## config.mk

```make
export PLATFORM = sky130hd
export DESIGN_NAME = mem_wb_stage
export DESIGN_NICKNAME = d
export VERILOG_FILES = /design/src/rtl/mem_wb_stage.sv
export SDC_FILE = /design/constraint.sdc
export NUM_CORES = 1
export LEC_CHECK = 0
export CORE_MARGIN = 2
export CORE_UTILIZATION = 53
export DETAILED_ROUTE_END_ITERATION = 7
export GPL_TIMING_DRIVEN = 0
export PLACE_DENSITY_LB_ADDON = 0.08
export SLEW_MARGIN = 5
export SYNTH_ARGS = -nofsm -noshare
export SYNTH_HDL_FRONTEND = slang
export SYNTH_SLANG_ARGS = --single-unit
```

## constraint.sdc

```tcl
create_clock -name clk -period 2.85 [get_ports clk]
set_input_delay 0.4275 -clock clk [delete_from_list [all_inputs] [get_ports clk]]
set_output_delay 0.4275 -clock clk [all_outputs]
set_load 0.02 [all_outputs]
```

## src/rtl/mem_wb_stage.sv

```systemverilog
// mem_wb_stage: M->W pipeline register with load extraction,
// writeback select, misaligned-load flag and retired-instruction counter.
module mem_wb_stage #(
    parameter int XLEN  = 32,
    parameter int CNT_W = 64
) (
    input  logic             clk,
    input  logic             rst_n,
    input  logic             stall_w,
    input  logic             flush_w,
    input  logic             valid_m,
    input  logic [XLEN-1:0]  ALUResultM,
    input  logic [XLEN-1:0]  ReadDataM,
    input  logic [XLEN-1:0]  PCPlus4M,
    input  logic [4:0]       RdM,
    input  logic [1:0]       ResultSrcM,
    input  logic             RegWriteM,
    input  logic [2:0]       Funct3M,
    output logic             valid_w,
    output logic             RegWriteW,
    output logic [4:0]       RdW,
    output logic [XLEN-1:0]  ResultW,
    output logic             load_misalign_w,
    output logic [CNT_W-1:0] instret
);

    logic            valid_r;
    logic            reg_write_r;
    logic [XLEN-1:0] alu_r;
    logic [XLEN-1:0] rdata_r;
    logic [XLEN-1:0] pc4_r;
    logic [4:0]      rd_r;
    logic [1:0]      src_r;
    logic [2:0]      f3_r;
    logic [CNT_W-1:0] count_r;
    logic            retire;

    // A flush overrides a stall, so the held instruction leaves W.
    assign retire = valid_r & (~stall_w | flush_w);

    always_ff @(posedge clk or negedge rst_n) begin
        if (!rst_n) begin
            valid_r     <= 1'b0;
            reg_write_r <= 1'b0;
            alu_r       <= '0;
            rdata_r     <= '0;
            pc4_r       <= '0;
            rd_r        <= '0;
            src_r       <= '0;
            f3_r        <= '0;
            count_r     <= '0;
        end else begin
            if (retire) begin
                count_r <= count_r + 1'b1;
            end
            if (flush_w) begin
                valid_r     <= 1'b0;
                reg_write_r <= 1'b0;
            end else if (!stall_w) begin
                valid_r     <= valid_m;
                reg_write_r <= RegWriteM;
                alu_r       <= ALUResultM;
                rdata_r     <= ReadDataM;
                pc4_r       <= PCPlus4M;
                rd_r        <= RdM;
                src_r       <= ResultSrcM;
                f3_r        <= Funct3M;
            end
        end
    end

    logic [1:0]      addr_lo;
    logic [7:0]      byte_v;
    logic [15:0]     half_v;
    logic [XLEN-1:0] load_v;
    logic            half_mis;
    logic            word_mis;
    logic            misalign;

    assign addr_lo = alu_r[1:0];

    always_comb begin
        byte_v = rdata_r[7:0];
        unique case (addr_lo)
            2'd0: byte_v = rdata_r[7:0];
            2'd1: byte_v = rdata_r[15:8];
            2'd2: byte_v = rdata_r[23:16];
            2'd3: byte_v = rdata_r[31:24];
        endcase
        half_v = addr_lo[1] ? rdata_r[31:16] : rdata_r[15:0];
    end

    always_comb begin
        load_v = rdata_r;
        case (f3_r)
            3'b000:  load_v = {{(XLEN-8){byte_v[7]}}, byte_v};
            3'b001:  load_v = {{(XLEN-16){half_v[15]}}, half_v};
            3'b100:  load_v = {{(XLEN-8){1'b0}}, byte_v};
            3'b101:  load_v = {{(XLEN-16){1'b0}}, half_v};
            default: load_v = rdata_r;
        endcase
    end

    // f3[1]=1 covers LW and the codes treated as LW.
    assign half_mis = (f3_r[1:0] == 2'b01) & addr_lo[0];
    assign word_mis = f3_r[1] & (addr_lo != 2'b00);
    assign misalign = valid_r & (src_r == 2'b01) & (half_mis | word_mis);

    always_comb begin
        ResultW = '0;
        case (src_r)
            2'b00:   ResultW = alu_r;
            2'b01:   ResultW = load_v;
            2'b10:   ResultW = pc4_r;
            default: ResultW = '0;
        endcase
    end

    assign valid_w         = valid_r;
    assign RdW             = rd_r;
    assign load_misalign_w = misalign;
    assign RegWriteW       = valid_r & reg_write_r & (rd_r != 5'd0) & ~misalign;
    assign instret         = count_r;

endmodule

```

==> results of run 1 <==
## cells by family after synthesis
| logic type | count (synthesis) | synth area share (%) |
|---|---|---|
| adder cells (fa/ha/maj) | 1 | 0.1528 |
| buffers and inverters | 51 | 2.399 |
| AO/OA/AOI/OAI | 77 | 5.868 |
| AND/OR/NAND/NOR | 190 | 12.45 |
| flip-flops | 172 | 52.57 |
| XOR/XNOR | 63 | 6.739 |
| multiplexers | 148 | 19.82 |
## flip-flops by register name (all words and copies together) (netlist names)
| name | flops |
|---|---|
| f3_r | 3 |
| reg_write_r | 1 |
| valid_w | 1 |
| RdW | 5 |
| src_r | 2 |
| instret | 64 |
| pc4_r | 32 |
| alu_r | 32 |
| rdata_r | 32 |
## final cells by class
type                            count  area, sq um  share of cell area (%)
Sequential cell                   172         4305                   38.66
Multi-Input combinational cell    479         3722                   33.43
Timing Repair Buffer              218         2076                   18.64
Clock buffer                       19        442.9                   3.978
Tap cell                          188        235.2                   2.112
Buffer                             36        172.7                   1.551
Clock inverter                     13        132.6                   1.191
Inverter                           13        48.80                  0.4382
## synthesized netlist by cell type, types with 2 or more instances
| master | n | area (sq um) |
|---|---|---|
| nand4_4 | 2 | 42.54 |
| o21ai_0 | 19 | 95.09 |
| a21oi_1 | 11 | 55.05 |
| nor4_4 | 2 | 42.54 |
| nor3_1 | 28 | 140.1 |
| xnor2_1 | 30 | 262.8 |
| nor2b_1 | 4 | 25.02 |
| a31oi_1 | 8 | 50.05 |
| nor4_1 | 12 | 75.07 |
| dfrtp_1 | 172 | 4304 |
| a211oi_1 | 3 | 22.52 |
| nand2_1 | 43 | 161.4 |
| nor2_1 | 36 | 135.1 |
| mux2_2 | 113 | 1272 |
| buf_2 | 4 | 20.02 |
| nand3_1 | 21 | 105.1 |
| o22ai_1 | 24 | 150.1 |
| and4_1 | 4 | 35.03 |
| o221ai_1 | 8 | 70.07 |
| nand4_1 | 16 | 100.1 |
| xor2_1 | 33 | 289.0 |
| buf_1 | 3 | 11.26 |
| and3_1 | 12 | 75.07 |
| inv_1 | 13 | 48.80 |
| nand2b_1 | 2 | 12.51 |
| mux2i_1 | 35 | 350.3 |
| clkbuf_1 | 31 | 116.4 |
## per-layer routing
layer	up-vias	part of all wire, %	global-route usage, %
li1	3003	-	-
met4	0	2.1	9.438
met3	33	6.3	6.135
met1	3262	42	37.39
met5	-	0	0
met2	231	49	48.06
## power by group
part	leakage, nW	switching [mW]	internal, mW
sequential	2.12	0.217	2.70
combinational	2.50	0.827	0.751
clock	0.281	1.06	1.25
## per-stage QoR
stage          setup slack, ps  instances  instance area (sq um)  setup TNS [ps]  util (%)
2_1_floorplan            609.5        702                   8188               0         -
3_3_place_gp             -5422       1105                  10580         -932110     69.82
3_5_place_dp            -210.5       1106                  10610           -3597     70.04
4_1_cts                 0.8267       1138                  11220               0     74.09
5_1_grt              -0.008216       1138                  11140       -0.008216     73.52
6_report                 69.65       1138                  11140               0     73.52
## repair_timing
| item | in CTS | in global routing |
|---|---|---|
| pin swaps | 1 | 4 |
| gates resized for setup | 77 | 54 |
| setup endpoints to repair | 34 | 26 |
| buffers inserted | 2 | 0 |
## critical path, delay by kind of cell, from the launching register on
| family | cells | cell delay, ps |
|---|---|---|
| AO/OA/AOI/OAI | 4 | 780 |
| flip-flops | 1 | 390 |
| AND/OR/NAND/NOR | 1 | 180 |
| buffers and inverters | 3 | 570 |
## how the worst max path moves through the flow
| stage | from | to | slack (ps) | depth (start not counted) |
|---|---|---|---|---|
| after detailed placement | alu_r[1]$_DFFE_PN0P_ | ResultW[1] | -210 | 7 |
| after global routing | alu_r[0]$_DFFE_PN0P_ | ResultW[15] | -0.008 | 8 |
| after floorplan | alu_r[1]$_DFFE_PN0P_ | RegWriteW | 610 | 6 |
| final | alu_r[0]$_DFFE_PN0P_ | ResultW[9] | 70 | 8 |
| after global placement | rst_n | instret[48]$_DFFE_PN0P_ | -5420 | 1 |
| after CTS | alu_r[0]$_DFFE_PN0P_ | ResultW[11] | 0.8 | 8 |
==> results.json, run 1 <==
{
  "grt_pass1_wl_um": 36100,
  "p_total_mw": 6.807,
  "ys_ff_latch": 172,
  "ys_warn_count": 0,
  "vias": 6529,
  "synthCells": 702,
  "crit_chain": "clkbuf_2 -> nor2b_1 -> a211oi_1 -> o41ai_4 -> buf_4 -> a21oi_1 -> o22ai_2 -> buf_2",
  "power_density_nw_per_um2": 611.3,
  "p_leak_nw": 4.903,
  "clk_path_buf_depth": 2,
  "slew_violations": 0,
  "globalRouteTotalUtil_pct": 28.71,
  "reg2reg_to": "instret[52]$_DFFE_PN0P_",
  "timing.hold.ws_ps": 5.459,
  "final_common_cell": "clkdlybuf4s50_1",
  "ant_nets": 0,
  "drive_gt1_share_pct": 21.47,
  "wl_per_cell_um": 20.34,
  "worst_pin_slew_ps": 782.3,
  "die_area_sq_um": 16460,
  "clk_pin_slew_ps": 70,
  "yosysSeqAreaShare_pct": 52.57,
  "fp.dieH_um": 128.3,
  "ir_drop_uv": 482.9,
  "r2r_cells": 7,
  "ios": 216,
  "start_kind": "flop",
  "hold_path.class": "primary input to async pin",
  "fillCellCount": 1085,
  "hpwlAfterDp_um": 16640,
  "wirelength_um": 23140,
  "synth_ff_type": "dfrtp_1",
  "grt_max_degree": 91,
  "routed_via_density": 5.737,
  "drc": 0,
  "fmax_mhz": 359.7,
  "crit_type": "flop to output pin",
  "grt_pass1_vias": 6682,
  "synth_edf_count": 0,
  "post-route-period-util_pct": 97.56,
  "final-hold-violation-count": 0,
  "crit_path_end_kind": "output pin",
  "htree_levels": 4,
  "final_cell_mix": "clkdlybuf4s50_1 (180), dfrtp_1 (171), mux2_2 (113), nand2_1 (43), nor2_1 (36)",
  "rr_startpoint": "instret[0]$_DFFE_PN0P_",
  "cp_slowest_cell": "dfrtp_1",
  "status": "finished clean",
  "fin_worst_skew_ps": 7.728,
  "cp_max_fo": 10,
  "drt_iter0_markers": 520,
  "areaGrowthSynthToFinish_pct": 36.00,
  "ys_async_sr_fraction_pct": 100.0,
  "hold_buffers": 0,
  "cts_tree": "yes",
  "setup_violations": 0,
  "r2r_slack_ps": 520,
  "dieWidth_um": 128.3,
  "gp_congestion": 0.8953,
  "slowest_delay_ps": 390,
  "port_buffers": 215,
  "initial_utilization_pct": 54.06,
  "cp_data_required_time_ps": 2420,
  "root_buffer": "clkbuf_16",
  "clock_latency_ps": 440,
  "core_area_sq_um": 15150,
  "synth_nets": 815,
  "cts_buffers": 17,
  "critPathArrivalTime_ps": 2350,
  "drv_cap": 0,
  "first_pass_iters": 5,
  "period_needed_ps": 2780,
  "fin_nets": 1050,
  "avgSynthCellArea_sq_um": 11.66,
  "worst_slew_margin_rel_pct": 47.84,
  "clock_sinks": 172,
  "diodes": 0,
  "grt_overflow": 0,
  "syn_area_sq_um": 8188,
  "synthDistinctLibCells": 40,
  "fp-row-count": 45,
  "antenna_found_initial": 0
}
No activity file was read; power rests on OpenSTA's default activity.
==> run 2: changes to the inputs <==
- MAX_ROUTING_LAYER: unset -> met4
==> run 2 against run 1 <==
  * Sequential power is essentially flat
  * Final cell count grew 0.18%
  * Clock power is essentially flat
  * First-iteration DRC count shrank 5.2%
  * Critical endpoint is now ResultW[10]
  * Largest cell class unchanged
  * Largest power group unchanged
==> results.json, run 2 (synthesized netlist as in run 1, its figures left out) <==
{
  "pre_cts_ws_ps": -259.2,
  "p_clk_share_pct": 33.8,
  "final-hold-violation-count": 0,
  "intPower_mw": 4.792,
  "crit_path_end_kind": "output pin",
  "cp_data_required_time_ps": 2420,
  "cts_buffers": 17,
  "first_pass_iters": 5,
  "grt_pass1_vias": 6634,
  "post-place-cells": 1106,
  "fmax_mhz": 363.1,
  "vias": 6568,
  "areaGrowthSynthToFinish_pct": 36.89,
  "clk_pin_slew_ps": 70,
  "drc": 0,
  "worst_slew_margin_rel_pct": 47.63,
  "die_area_sq_um": 16460,
  "slew_violations": 0,
  "initial_utilization_pct": 54.06,
  "drt_iter0_markers": 493,
  "status": "finished clean",
  "p_total_mw": 6.832,
  "final_common_cell": "clkdlybuf4s50_1",
  "fp-row-count": 45,
  "swShare_pct": 29.85,
  "fin_ws_ps": 96.13,
  "post-route-period-util_pct": 96.63,
  "final_cell_mix": "clkdlybuf4s50_1 (180), dfrtp_1 (171), mux2_2 (113), nand2_1 (43)",
  "hpwlAfterDp_um": 16630,
  "clock_latency_ps": 430,
  "wirelength_um": 23050,
  "grt_pass1_wl_um": 35760,
  "core_area_sq_um": 15150,
  "globalRouteTotalUtil_pct": 29.40,
  "crit_type": "flop to output pin",
  "power_density_nw_per_um2": 609.5,
  "dieWidth_um": 128.3,
  "drv_cap": 0,
  "grt_max_degree": 122,
  "routed_via_density": 5.761,
  "drive_gt1_share_pct": 21.95,
  "fillCellCount": 1073,
  "instances_no_fill": 1140,
  "power_frac_comb_pct": 23.5,
  "grt_overflow": 0,
  "worst_pin_slew_ps": 785.5,
  "clk_path_buf_depth": 2,
  "ios": 216,
  "switchingPower_mw": 2.039,
  "fp.dieH_um": 128.3,
  "rsz0062_at_grt": "true",
  "critPathArrivalTime_ps": 2330,
  "setup_violations": 0,
  "clock_sinks": 172,
  "p_leak_nw": 4.909,
  "ant_nets": 0,
  "pwr-share-seq_pct": 42.8,
  "final_area_sq_um": 11210,
  "fin_nets": 1052,
  "ir_drop_uv": 448.7,
  "fin_worst_skew_ps": 8.880,
  "place_area_sq_um": 10610,
  "period_needed_ps": 2754,
  "largest_reg_flops": 64,
  "cp_max_fo": 10,
  "antenna_found_initial": 0,
  "port_buffers": 215,
  "hold_path.class": "flop to flop",
  "wl_per_cell_um": 20.22,
  "utilization_pct": 74.00,
  "htree_levels": 4,
  "start_kind": "flop",
  "root_buffer": "clkbuf_16",
  "cts_tree": "yes",
  "gp_congestion": 0.9046,
  "diodes": 0
}
[run 2: per-stage QoR]
stage                     hold WS (ps)  TNS, ps
after floorplan                  131.9        0
after global placement           479.9  -925430
after detailed placement         360.4    -4629
after CTS                        500.5   -13.37
after global routing             509.7   -30.22
final                            494.9        0
[run 2: power by group through the flow]
stage               registers (mW)  logic [mW]  clock network, mW
finish                        2.92        1.60               2.31
floorplan                     2.93       0.853                  0
CTS                           2.91        1.63               2.33
global route                  2.96        1.70               2.43
detailed placement            2.94        1.65                  0
global placement              2.93        1.61                  0
[run 2: layer usage]
metal / routed length [um] / track usage [%] / up-vias
li1: - / - / 3019
met1: 9629 / 37.11 / 3261
met2: 11480 / 47.90 / 251
met3: 1441 / 5.760 / 37
met4: 496 / 9.825 / 0
met5: 0 / - / -
[run 2: cell type report]
cell class / count / area, sq um / area share (%)
flip-flops and latches: 172 / 4305 / 38.41
multi-input cells: 479 / 3750 / 33.46
repair buffers: 221 / 2112 / 18.84
clock buffers: 20 / 446.7 / 3.985
well taps: 188 / 235.2 / 2.099
plain buffers: 35 / 172.7 / 1.541
clock inverters: 12 / 137.6 / 1.228
inverters: 13 / 48.80 / 0.4354
[run 2: worst paths after layout]
path | start | endpoint | slack (ps) | depth (start not counted)
max | alu_r[0]$_DFFE_PN0P_ | ResultW[10] | 100 | 8
min | instret[22]$_DFFE_PN0P_ | instret[22]$_DFFE_PN0P_ | 490 | 1
min reg2reg | instret[22]$_DFFE_PN0P_ | instret[22]$_DFFE_PN0P_ | 490 | 1
max in group asynchronous | rst_n | instret[58]$_DFFE_PN0P_ | 1400 | 3
min in group asynchronous | rst_n | alu_r[29]$_DFFE_PN0P_ | 500 | 2
max reg2reg | instret[0]$_DFFE_PN0P_ | instret[54]$_DFFE_PN0P_ | 500 | 7
[run 2: timing repair]
item	in CTS	in global routing
setup buffers	4	0
hold buffers	1	0
pin swaps	3	1
endpoints found under the setup margin	34	28
resized for setup	101	51
endpoints found under the hold margin	51	0
[run 2: worst max-delay path, stage by stage, from the launching register on]
cell,delay [ps]
dfrtp_1,390
buf_2,190
nor2b_2,160
a211oi_1,100
o41ai_4,370
buf_4,200
a21oi_1,40
o22ai_1,240
buf_2,210
==> run 3: changes to the inputs <==
- CAP_MARGIN: unset -> 20
- CORE_UTILIZATION: 53 -> 44
- GPL_TIMING_DRIVEN: 0 -> unset
- clock period: 2.85 -> 2.25 ns (I/O delays scaled with it)
==> run 3 against run 2 <==
  * Worst setup slack got worse by 290 ps
  * Non-clock buffer count increased by 18
  * Global-route usage decreased by 3.6 points
  * Largest power group unchanged
  * Count of clock-buffer cells in the layout decreased by 3
  * Wire length increased by 4.1%
  * Total power increased by 30%
  * Clock skew decreased by 2.7 ps
  * Sequential cell count unchanged
  * Combinational power increased by 46%
  * Die area increased by 20%
  * Via count decreased by 0.59%
  * Largest cell class unchanged
  * Sequential share of layout area decreased by 1.8 points
  * The run now ends with setup timing left
==> results.json, run 3 (synthesized netlist as in run 1, its figures left out) <==
{
  "violations": "setup timing",
  "start_kind": "flop",
  "r2r_slack_ps": 240,
  "cts_tree": "yes",
  "wirelength_um": 23990,
  "rsz0062_at_grt": "true",
  "cp_slowest_cell": "dfrtp_2",
  "period_needed_ps": 2444,
  "fp-row-count": 49,
  "largest_reg_flops": 64,
  "ios": 216,
  "worst_slew_margin_rel_pct": 69.33,
  "drv_cap": 0,
  "grt_pass1_wl_um": 38450,
  "final-hold-violation-count": 0,
  "ant_nets": 0,
  "wl_per_cell_um": 19.99,
  "fmax_mhz": 409.2,
  "root_buffer": "clkbuf_16",
  "drc": 0,
  "clk_path_buf_depth": 2,
  "vias": 6529,
  "cts_buffers": 17,
  "final_common_cell": "clkdlybuf4s50_1",
  "r2r_cells": 7,
  "post-route-period-util_pct": 108.6,
  "hpwlAfterDp_um": 17400,
  "p_leak_nw": 5.127,
  "grt_max_degree": 83,
  "finalSetupTns_ps": -4622,
  "setup_violations": 32,
  "pre_cts_ws_ps": -349.1,
  "routed_via_density": 5.441,
  "first_pass_iters": 5,
  "crit_path_end_kind": "output pin",
  "core_area_sq_um": 18090,
  "clk_pin_slew_ps": 70,
  "slowest_delay_ps": 460,
  "worst_pin_slew_ps": 460.1,
  "p_total_mw": 8.896,
  "fin_nets": 1070,
  "antenna_found_initial": 1,
  "drive_gt1_share_pct": 29.38,
  "globalRouteTotalUtil_pct": 25.84,
  "hold_path.class": "primary input to async pin",
  "fp.dieH_um": 140.4,
  "crit_type": "flop to output pin",
  "slew_violations": 0,
  "crit_top_cell": "buf_4",
  "reg2reg_to": "instret[34]$_DFFE_PN0P_",
  "grt_pass1_vias": 6795,
  "fin_ws_ps": -193.9,
  "status": "finished, violations left",
  "crit_start": "alu_r[0]$_DFFE_PN0P_",
  "clock_sinks": 172,
  "power_density_nw_per_um2": 757.0,
  "clock_latency_ps": 440,
  "critPathArrivalTime_ps": 2110,
  "htree_levels": 4,
  "die_area_sq_um": 19720,
  "crit_chain": "buf_4 -> nor2b_2 -> a211oi_1 -> o41ai_2 -> buf_4 -> a21oi_1 -> o22ai_2 -> buf_6",
  "ir_drop_uv": 593.5,
  "fin_worst_skew_ps": 6.202,
  "cp_max_fo": 8,
  "port_buffers": 215,
  "rr_startpoint": "instret[0]$_DFFE_PN0P_",
  "drt_iter0_markers": 262,
  "final_cell_mix": "clkdlybuf4s50_1 (180), dfrtp_1 (169), mux2_2 (112), buf_4 (69), nand2_1 (39)",
  "grt_overflow": 0,
  "dieWidth_um": 140.4,
  "areaGrowthSynthToFinish_pct": 43.54,
  "cp_data_required_time_ps": 1910,
  "gp_congestion": 0.8465,
  "utilization_pct": 64.98,
  "initial_utilization_pct": 45.27
}
## run 3: cell types whose count changed in the layout (fill, tap and decap cells not counted), sizes merged, moves of 2 or more
| cell | previous run | this run |
|---|---|---|
| clkinvlp | 5 | 3 |
| clkinv | 2 | 6 |
| clkbuf | 52 | 19 |
| inv | 16 | 19 |
| clkdlybuf4s15 | 2 | 0 |
| buf | 32 | 91 |
| dlygate4sd2 | 8 | 0 |
| bufinv | 2 | 0 |
## run 3: per-layer routing
layer / routed length, um / vias up / global-route usage, %
li1: - / 3048 / -
met1: 10610 / 3256 / 34.30
met2: 11670 / 191 / 41.00
met3: 1300 / 34 / 5.026
met4: 398 / 0 / 6.805
met5: 0 / - / -
## run 3: what timing repair did
item / in CTS / in global routing
gates cloned: 1 / 0
gates resized for setup: 209 / 10
hold buffers: 1 / 0
endpoints found under the setup margin: 34 / 38
endpoints found under the hold margin: 34 / 0
setup buffers: 4 / 2
pin swaps: 13 / 3
## run 3: worst max-delay path, delay by kind of cell (launching register included)
| kind | cells | cell delay, ps |
|---|---|---|
| buffers and inverters | 3 | 540 |
| DFF | 1 | 460 |
| AOI/OAI and AO/OA | 4 | 550 |
| and+or+nand+nor | 1 | 110 |
## run 3: final cells by class
type	instances	area, sq um
antenna	1	2.502
inverter	13	48.80
clock buffer	17	425.4
clock inverter	15	158.9
multi-input combinational	479	3916
fill	1419	6334
sequential	172	4308
timing repair buffer	274	2606
tap	229	286.5
## run 3: report_power, final
part | switching (mW) | internal, mW
Sequential | 0.259 | 3.42
Combinational | 1.15 | 1.18
Clock | 1.41 | 1.48
## run 3: worst max path at each step
stage | endpoint | slack, ps
floorplan | RegWriteW | 100
global placement | ResultW[1] | -340
detailed placement | ResultW[1] | -350
CTS | ResultW[8] | -170
global route | ResultW[7] | -360
finish | ResultW[9] | -190
## run 3: through the flow
stage	cells	hold slack, ps	instance area, sq um
after CTS	1197	379.3	11710
after floorplan	702	41.91	8188
after detailed placement	1159	275.2	10950
final	1200	375.4	11750
after global routing	1200	405.5	11750
after global placement	1159	280.6	10950
